File: src/rtl/raif_pkg.sv
// Shared definitions for the RAIF read/write scheduling slice.
//   - default address/data widths, beat-count width
//   - scheduler state encoding and direction constants
package raif_pkg;

  localparam int unsigned RAIF_APP_ADDR_WIDTH = 28;
  localparam int unsigned RAIF_APP_DATA_WIDTH = 128;
  localparam int unsigned RAIF_NUM_W          = 10;

  // Width of the consecutive same-direction counter (saturates at 15).
  localparam int unsigned RAIF_SAME_W = 4;

  localparam logic DIR_WR = 1'b0;
  localparam logic DIR_RD = 1'b1;

  typedef enum logic [2:0] {
    IDLE,
    WR,
    RD,
    GAP,
    TURN
  } raif_state_e;

endpackage

File: src/rtl/raif_rw_pick.sv
// Combinational read/write pick rule.
// Ports:
//   wr_req, rd_req : pending requests
//   last_dir       : direction of the previous transaction (0 = write)
//   same_cnt       : consecutive transactions in last_dir
//   dir            : chosen direction (only meaningful with a request)
//   turn           : chosen direction differs from last_dir
module raif_rw_pick
  import raif_pkg::*;
#(
  parameter int unsigned MAX_SAME = 4
) (
  input  logic                   wr_req,
  input  logic                   rd_req,
  input  logic                   last_dir,
  input  logic [RAIF_SAME_W-1:0] same_cnt,
  output logic                   dir,
  output logic                   turn
);

  always_comb begin
    dir = last_dir;
    if (wr_req && !rd_req) begin
      dir = DIR_WR;
    end else if (rd_req && !wr_req) begin
      dir = DIR_RD;
    end else if (wr_req && rd_req) begin
      // Stay with the current direction until it has had MAX_SAME turns.
      dir = (32'(same_cnt) < MAX_SAME) ? last_dir : ~last_dir;
    end
    turn = (wr_req || rd_req) && (dir != last_dir);
  end

endmodule

File: src/rtl/raif_rw_sched.sv
// Read/write direction scheduler in front of a single-port command engine.
// Grants one direction at a time, bounds same-direction bursts to MAX_SAME
// while the other side waits, and inserts TURN_CYC idle cycles on a
// direction change. One idle GAP cycle follows every finish.
// Ports:
//   wr_*  : write requester (req level, addr, num, data in; grant/finish out)
//   rd_*  : read requester (req level, addr, num in; data/grant/finish out)
//   cmd_* : downstream command port (req/we/addr/num/wdata out;
//           rdata/grant/finish in)
// Optional: define RAIF_RW_SCHED_STAT_EN to add stat_wr_cnt, stat_rd_cnt
// and stat_turn_cnt (32-bit, wrapping) outputs.
module raif_rw_sched
  import raif_pkg::*;
#(
  parameter int unsigned APP_DATA_WIDTH = RAIF_APP_DATA_WIDTH,
  parameter int unsigned APP_ADDR_WIDTH = RAIF_APP_ADDR_WIDTH,
  parameter int unsigned MAX_SAME       = 4,
  parameter int unsigned TURN_CYC       = 2
) (
  input  logic                      clk,
  input  logic                      rst_n,
  input  logic                      wr_req,
  input  logic [APP_ADDR_WIDTH-1:0] wr_addr,
  input  logic [RAIF_NUM_W-1:0]     wr_num,
  input  logic [APP_DATA_WIDTH-1:0] wr_data,
  output logic                      wr_grant,
  output logic                      wr_finish,
  input  logic                      rd_req,
  input  logic [APP_ADDR_WIDTH-1:0] rd_addr,
  input  logic [RAIF_NUM_W-1:0]     rd_num,
  output logic [APP_DATA_WIDTH-1:0] rd_data,
  output logic                      rd_grant,
  output logic                      rd_finish,
  output logic                      cmd_req,
  output logic                      cmd_we,
  output logic [APP_ADDR_WIDTH-1:0] cmd_addr,
  output logic [RAIF_NUM_W-1:0]     cmd_num,
  output logic [APP_DATA_WIDTH-1:0] cmd_wdata,
  input  logic [APP_DATA_WIDTH-1:0] cmd_rdata,
  input  logic                      cmd_grant,
  input  logic                      cmd_finish
`ifdef RAIF_RW_SCHED_STAT_EN
  ,
  output logic [31:0]               stat_wr_cnt,
  output logic [31:0]               stat_rd_cnt,
  output logic [31:0]               stat_turn_cnt
`endif
);

  raif_state_e            state_q, state_d;
  logic                   dir_q, dir_d;
  logic                   last_dir_q, last_dir_d;
  logic [RAIF_SAME_W-1:0] same_cnt_q, same_cnt_d;
  logic [3:0]             turn_cnt_q, turn_cnt_d;
  logic                   cmd_req_q, cmd_req_d;
  logic                   pick_dir, pick_turn;

  raif_rw_pick #(
    .MAX_SAME (MAX_SAME)
  ) u_pick (
    .wr_req   (wr_req),
    .rd_req   (rd_req),
    .last_dir (last_dir_q),
    .same_cnt (same_cnt_q),
    .dir      (pick_dir),
    .turn     (pick_turn)
  );

  always_comb begin
    state_d    = state_q;
    dir_d      = dir_q;
    last_dir_d = last_dir_q;
    same_cnt_d = same_cnt_q;
    turn_cnt_d = turn_cnt_q;
    cmd_req_d  = cmd_req_q;
    unique case (state_q)
      IDLE: begin
        if (wr_req || rd_req) begin
          // Direction and burst accounting are committed at pick time, so a
          // request change during TURN cannot alter the chosen side.
          dir_d      = pick_dir;
          last_dir_d = pick_dir;
          if (pick_turn) begin
            same_cnt_d = RAIF_SAME_W'(1);
          end else if (same_cnt_q != '1) begin
            same_cnt_d = same_cnt_q + RAIF_SAME_W'(1);
          end
          if (pick_turn && (TURN_CYC > 0)) begin
            state_d    = TURN;
            turn_cnt_d = 4'(TURN_CYC - 1);
          end else begin
            state_d   = (pick_dir == DIR_RD) ? RD : WR;
            cmd_req_d = 1'b1;
          end
        end
      end
      TURN: begin
        if (turn_cnt_q == '0) begin
          state_d   = (dir_q == DIR_RD) ? RD : WR;
          cmd_req_d = 1'b1;
        end else begin
          turn_cnt_d = turn_cnt_q - 4'd1;
        end
      end
      WR, RD: begin
        if (cmd_finish) begin
          state_d   = GAP;
          cmd_req_d = 1'b0;
        end
      end
      GAP:     state_d = IDLE;
      default: state_d = IDLE;
    endcase
  end

  always_ff @(posedge clk or negedge rst_n) begin
    if (!rst_n) begin
      state_q    <= IDLE;
      dir_q      <= DIR_WR;
      last_dir_q <= DIR_WR;
      same_cnt_q <= '0;
      turn_cnt_q <= '0;
      cmd_req_q  <= 1'b0;
    end else begin
      state_q    <= state_d;
      dir_q      <= dir_d;
      last_dir_q <= last_dir_d;
      same_cnt_q <= same_cnt_d;
      turn_cnt_q <= turn_cnt_d;
      cmd_req_q  <= cmd_req_d;
    end
  end

  // Command fields and strobes follow the active side with zero latency.
  always_comb begin
    cmd_we    = 1'b0;
    cmd_addr  = '0;
    cmd_num   = '0;
    wr_grant  = 1'b0;
    wr_finish = 1'b0;
    rd_grant  = 1'b0;
    rd_finish = 1'b0;
    unique case (state_q)
      WR: begin
        cmd_we    = 1'b1;
        cmd_addr  = wr_addr;
        cmd_num   = wr_num;
        wr_grant  = cmd_grant;
        wr_finish = cmd_finish;
      end
      RD: begin
        cmd_addr  = rd_addr;
        cmd_num   = rd_num;
        rd_grant  = cmd_grant;
        rd_finish = cmd_finish;
      end
      default: ;
    endcase
  end

  assign cmd_req   = cmd_req_q;
  assign cmd_wdata = wr_data;
  assign rd_data   = cmd_rdata;

`ifdef RAIF_RW_SCHED_STAT_EN
  logic [31:0] stat_wr_cnt_q, stat_wr_cnt_d;
  logic [31:0] stat_rd_cnt_q, stat_rd_cnt_d;
  logic [31:0] stat_turn_cnt_q, stat_turn_cnt_d;

  always_comb begin
    stat_wr_cnt_d   = stat_wr_cnt_q + 32'(wr_finish);
    stat_rd_cnt_d   = stat_rd_cnt_q + 32'(rd_finish);
    stat_turn_cnt_d = stat_turn_cnt_q
                    + 32'((state_q == IDLE) && (state_d == TURN));
  end

  always_ff @(posedge clk or negedge rst_n) begin
    if (!rst_n) begin
      stat_wr_cnt_q   <= '0;
      stat_rd_cnt_q   <= '0;
      stat_turn_cnt_q <= '0;
    end else begin
      stat_wr_cnt_q   <= stat_wr_cnt_d;
      stat_rd_cnt_q   <= stat_rd_cnt_d;
      stat_turn_cnt_q <= stat_turn_cnt_d;
    end
  end

  assign stat_wr_cnt   = stat_wr_cnt_q;
  assign stat_rd_cnt   = stat_rd_cnt_q;
  assign stat_turn_cnt = stat_turn_cnt_q;
`endif

endmodule
File: config.mk
export PLATFORM = sky130hd
export DESIGN_NAME = raif_rw_sched
export DESIGN_NICKNAME = d
export VERILOG_FILES = /design/src/rtl/raif_pkg.sv /design/src/rtl/raif_rw_pick.sv /design/src/rtl/raif_rw_sched.sv
export SDC_FILE = /design/constraint.sdc
export NUM_CORES = 1
export LEC_CHECK = 0
export CAP_MARGIN = 5
export CORE_AREA = 2 2 250 252
export CTS_BUF_LIST = sky130_fd_sc_hd__clkbuf_8 sky130_fd_sc_hd__clkbuf_16
export DETAILED_ROUTE_END_ITERATION = 8
export DIE_AREA = 0 0 252 254
export GPL_TIMING_DRIVEN = 0
export SLEW_MARGIN = 10
export SYNTH_ARGS = -nofsm -noshare
export SYNTH_HDL_FRONTEND = slang
export SYNTH_HIERARCHICAL = 1
export SYNTH_SLANG_ARGS = --single-unit
File: constraint.sdc
create_clock -name clk -period 1.63 [get_ports clk]
set_clock_uncertainty 0.05 [all_clocks]
set_input_delay 0.2445 -clock clk [delete_from_list [all_inputs] [get_ports clk]]
set_output_delay 0.2445 -clock clk [all_outputs]
set_load 0.05 [all_outputs]
== Word-level counts from Yosys, hierarchy flattened ==
Index checks and enable logic that the tools add are counted.
Widths: inputs -> output; s select.

* Bits in registers: 13
* Output and inout port bits: 300
* Logic and storage cells: 67

* Bitwise operators: 1
* Magnitude comparators: 1
* $add $sub $neg: 2
* Multiplexer cells: 29
* Eq/ne operators: 11
* Reduce and logical (&&, ||, !) cells: 18

{| class="wikitable"
|+ Operators with widths
! cell !! number
|-
| $pmux 28 s2 || 1
|-
| $mux 4 || 5
|-
| $pmux 10 s2 || 1
|-
| $mux 1 || 13
|-
| $mux 3 || 4
|-
| $ne 2x2->1 const B || 6
|-
| $pmux 3 s3 || 1
|-
| $pmux 4 s2 || 1
|-
| $reduce_and 3->1 || 2
|-
| $reduce_and 5->1 || 1
|-
| $add 4x1->4 const B || 1
|-
| $logic_and 1x1->1 || 4
|-
| $logic_not 4->1 || 1
|-
| $lt 4x3->1 const B || 1
|-
| $mux 2 || 2
|-
| $ne 4x4->1 const B || 1
|-
| $reduce_and 4->1 || 1
|-
| $reduce_bool 2->1 || 2
|-
| $sub 4x1->4 const B || 1
|-
| $eq 3x1->1 const B || 1
|-
| $eq 3x2->1 const B || 1
|-
| $eq 3x3->1 const B || 1
|-
| $logic_not 3->1 || 1
|-
| $pmux 1 s3 || 1
|-
| other kinds (7) || 8
|}

== Longest topological paths before layout ==
* Word-level depth: 10
* Gate-level depth with buffers: 7
* Mapped depth without buffers: 6

== Cells and area by module ==
The synthesis kept the hierarchy.

{| class="wikitable"
|+ By module, submodules not included
! module !! cells an instance !! times used !! area an instance (sq um) !! seq. area each (sq um)
|-
| raif_rw_sched || 393 || 1 || 3108.0 || 325.3
|-
| raif_rw_pick || 7 || 1 || 48.8 || 0.0
|}

== Least setup slack after synthesis ==
OpenSTA, ideal clock, no wires.

* Path kind: reg-to-output
* Start point: reg state_q[1]
* End point: out cmd_num[0]
* Path slack: -642 ps
* Path buffers: 2
* Required time: 1336 ps
* Data arrival time: 1977 ps
* Stages on the path, launching flop included: 7
* Cell sequence: dfrtp_1 -> buf_6 -> nor2_1 -> nand2_1 -> inv_1 -> clkbuf_1 -> a22o_1

* Cells in the longest elaborated chain, start to end: 2

{| class="wikitable"
|+ Ends and longest elaborated chain
! element !! RTL line !! source
|-
| start: declaration || raif_rw_sched.sv:50 || <nowiki>raif_state_e state_q, state_d;</nowiki>
|-
| start signal: assignment || raif_rw_sched.sv:125 || <nowiki>state_q <= state_d;</nowiki>
|-
| $eq 3x2->1 or $eq 3x1->1 (tied branches) || raif_rw_sched.sv:143 || <nowiki>unique case (state_q)</nowiki>
|-
| $pmux 10 s2 * || raif_rw_sched.sv:143 ||
|-
| end: declaration || raif_rw_sched.sv:37 || <nowiki>output logic [RAIF_NUM_W-1:0] cmd_num,</nowiki>
|}

Mark *: on every way between the ends. The rest lies on a longest branch, timed or not.

== Final worst setup path ==
* Start point: reg state_q[2]
* End point: out rd_grant

* Cells in the longest elaborated chain, start to end: 2

{| class="wikitable"
|+ Ends and longest elaborated chain
! element !! RTL line !! source
|-
| $eq 3x2->1 || raif_rw_sched.sv:143 ||
|-
| $mux 1 || raif_rw_sched.sv:143 ||
|-
| end: declaration || raif_rw_sched.sv:32 || <nowiki>output logic rd_grant,</nowiki>
|}

No other way between the ends.

==> flow_metrics.env <==
export IMPL_vias_per_cell=2.57
export IMPL_place_area_mm2=0.00819
export IMPL_syn_inst=400
export IMPL_grt_start_max_net_pins=14
export IMPL_worstPathArrival_ns=1.68
export IMPL_synth_edf_count=0
export IMPL_setup_viol=53
export IMPL_synth_area_per_cell_um2=7.89
export IMPL_setup_tns_final_ns=-14.03
export IMPL_dp_hpwl_um=17600
export IMPL_path_cells="buf_6, nor3b_4, buf_12, buf_12, buf_12, and2_4, buf_8"
export IMPL_design_area_mm2=0.00906
export IMPL_routed_wl_um=20100
export IMPL_clock_fmax_mhz=507
export IMPL_max_stage_delay_ns=0.37
export IMPL_wl_per_cell_um=12.6
export IMPL_async_flop_share=1.00
export IMPL_required_ns=1.34
export IMPL_synth_ff_type="dfrtp_1"
export IMPL_yosys_top_cells_area="buf_4 61%, a22o_1 11%, dfrtp_1 10%"
export IMPL_ioPinCount=638
export IMPL_clk_path_buf_depth=2
export IMPL_synth_top_area_cell="buf_4"
export IMPL_gp_congestion=0.823
export IMPL_yosys_cell_types_count=41
export IMPL_maxCapViolCount=0
export IMPL_initial_core_util=0.0515
export IMPL_synth_fp_nets=740
export IMPL_gr_total_overflow=0
export IMPL_syn_area_mm2=0.00316
export IMPL_hold_slack_ns=0.347
export IMPL_rrSetupSlack_ns=-0.28
export IMPL_dr_pass1_iters=4
export IMPL_cts_hold_buf=0
export IMPL_root_buffer="clkbuf_16"
export IMPL_path_max_fanout=8
export IMPL_die_height_um=254
export IMPL_violations="negative setup slack"
export IMPL_ant_nets=0
export IMPL_r2r_start="state_q[0]"
export IMPL_worstMarginPinSlew_ns=0.655
export IMPL_drive_gt1_frac=0.492
export IMPL_htreeDepth=1
export IMPL_grt_pass1_wl_um=25200
export IMPL_power_density_mw_per_mm2=1090
export IMPL_ys_warn_count=6
export IMPL_cts_tree="done"
export IMPL_setup_ws_ns=-0.341
export IMPL_antenna_found_initial=8
export IMPL_rr_worst_depth=5
export IMPL_fin_cells=1602
export IMPL_total_power_uw=9890
export IMPL_p_leak_uw=0.00388
export IMPL_drtIter0Drc=120
export IMPL_cts_buffers_inserted=3
export IMPL_placed_cells=1571
export IMPL_drc=0
export IMPL_start_kind="flop"
export IMPL_slew_headroom=0.559
export IMPL_insertion_delay_ns=0.24
export IMPL_nets=1152
export IMPL_startpoint="state_q[2]"
export IMPL_nFillCells=6860
export IMPL_fin_crit_ns=1.97
export IMPL_num_vias=4125
export IMPL_hold_violations=0
export IMPL_portBuffers=381
export IMPL_synth_top_area_frac=0.609
export IMPL_cpMaxStageDelayCell="dfrtp_1"
export IMPL_rows=91
export IMPL_path_clk_slew_ns=0.04
export IMPL_synthToLayoutAreaGrowth_pct=187
export IMPL_clkSinkCount=13
export IMPL_chipWidth_um=252
export IMPL_ys_seq_area_frac=0.103
export IMPL_drv_slew=0
export IMPL_grt_pass1_vias=4135
export IMPL_end_kind="output port"
export IMPL_crit_type="flop to output port"
export IMPL_worstHoldPathType="input pin to asynchronous set/reset pin"
export IMPL_cp_common_cell="buf_12"
export IMPL_die_area_mm2=0.0640
export IMPL_ys_ff_latch=13
export IMPL_rsz0062_at_grt="yes"
export IMPL_max_vdd_ir_drop_v=0.000777
export IMPL_finalCritPeriodShare=1.21
export IMPL_grtUsageTotal=0.0542
export IMPL_outcome="finished, violations left"
export IMPL_fp_coreArea_mm2=0.0613
[area by class of cell]
type / count / area [µm²] / share of cell area
buffer: 268 / 2110 / 0.233
tap: 790 / 988 / 0.109
clock buffer: 3 / 75.1 / 0.00829
timing repair buffer: 408 / 4330 / 0.478
antenna: 1 / 2.50 / 0.000276
clock inverter: 1 / 3.75 / 0.000414
sequential: 13 / 327 / 0.0360
inverter: 8 / 37.5 / 0.00414
multi-input combinational: 110 / 1180 / 0.131
[synth_stat cells, drive strengths merged, types with 3 or more instances]
library cell,n
buf,264
nand3,3
nand2b,3
nor2,8
dfrtp,13
inv,8
clkbuf,5
nor3b,3
nand2,4
and2,5
a21oi,12
a22o,38
and3,3
[kinds of logic after synthesis]
kind of cell | Yosys count | share of synthesized area
buf+inv | 277 | 0.639
compound gates | 62 | 0.157
simple gates | 40 | 0.0753
flops | 13 | 0.103
xor+xnor | 3 | 0.00832
mux | 3 | 0.00991
fa+ha+maj | 2 | 0.00793
[worst paths after layout]
path | end
max in group asynchronous | state_q[0]
hold reg to reg | turn_cnt_q[1]
hold / removal | same_cnt_q[1]
setup / recovery | rd_grant
setup reg to reg | same_cnt_q[0]
min in group clk | turn_cnt_q[1]
[routing by layer]
layer  global-route usage  up-vias  share of wire  wire [µm]
met5                    0        -         0.0025         51
met3               0.0241       26           0.12       2510
met1               0.0521     1840           0.32       6400
met2                0.102      358           0.53      10700
li1                     -     1893              -          -
met4               0.0183        8          0.026        516
[worst max-delay path, delay by kind of cell (launching register included)]
family,cells,cell delay [ns]
flip-flops,1,0.37
buffers and inverters,5,0.69
AND/OR/NAND/NOR,2,0.34
[placed cells by master (no fill, tap or decap), types with 4 or more instances in the layout]
cell type,instances
clkdlybuf4s50_1,334
buf_4,274
a22o_4,34
buf_8,34
buf_12,12
dfrtp_1,12
buf_6,11
a21oi_1,11
clkbuf_16,6
nor2_1,6
inv_1,6
a22o_2,4
[power by group]
group	switching, µW	internal [µW]	total, µW
clock	132	323	455
combinational	4730	4120	8860
sequential	119	460	578
total	4980	4910	9890
[sequential cells by signal, summed over array words and instances (netlist names)]
name	cells
state_q	3
turn_cnt_q	4
cmd_req	1
last_dir_q	1
same_cnt_q	4
[through the flow]
| step | utilization | setup slack [ns] |
|---|---|---|
| 2_1_floorplan | - | -0.0665 |
| 3_3_place_gp | 0.134 | -1.38 |
| 3_5_place_dp | 0.134 | -1.36 |
| 4_1_cts | 0.147 | -0.355 |
| 5_1_grt | 0.148 | -0.422 |
| 6_report | 0.148 | -0.341 |
[timing repair]
action	CTS	global route
gates resized for setup	402	12
gates cloned	2	1
setup buffers	21	3
pin swaps	4	4
setup endpoints to repair	56	56
(Power assumes the default switching activity.)
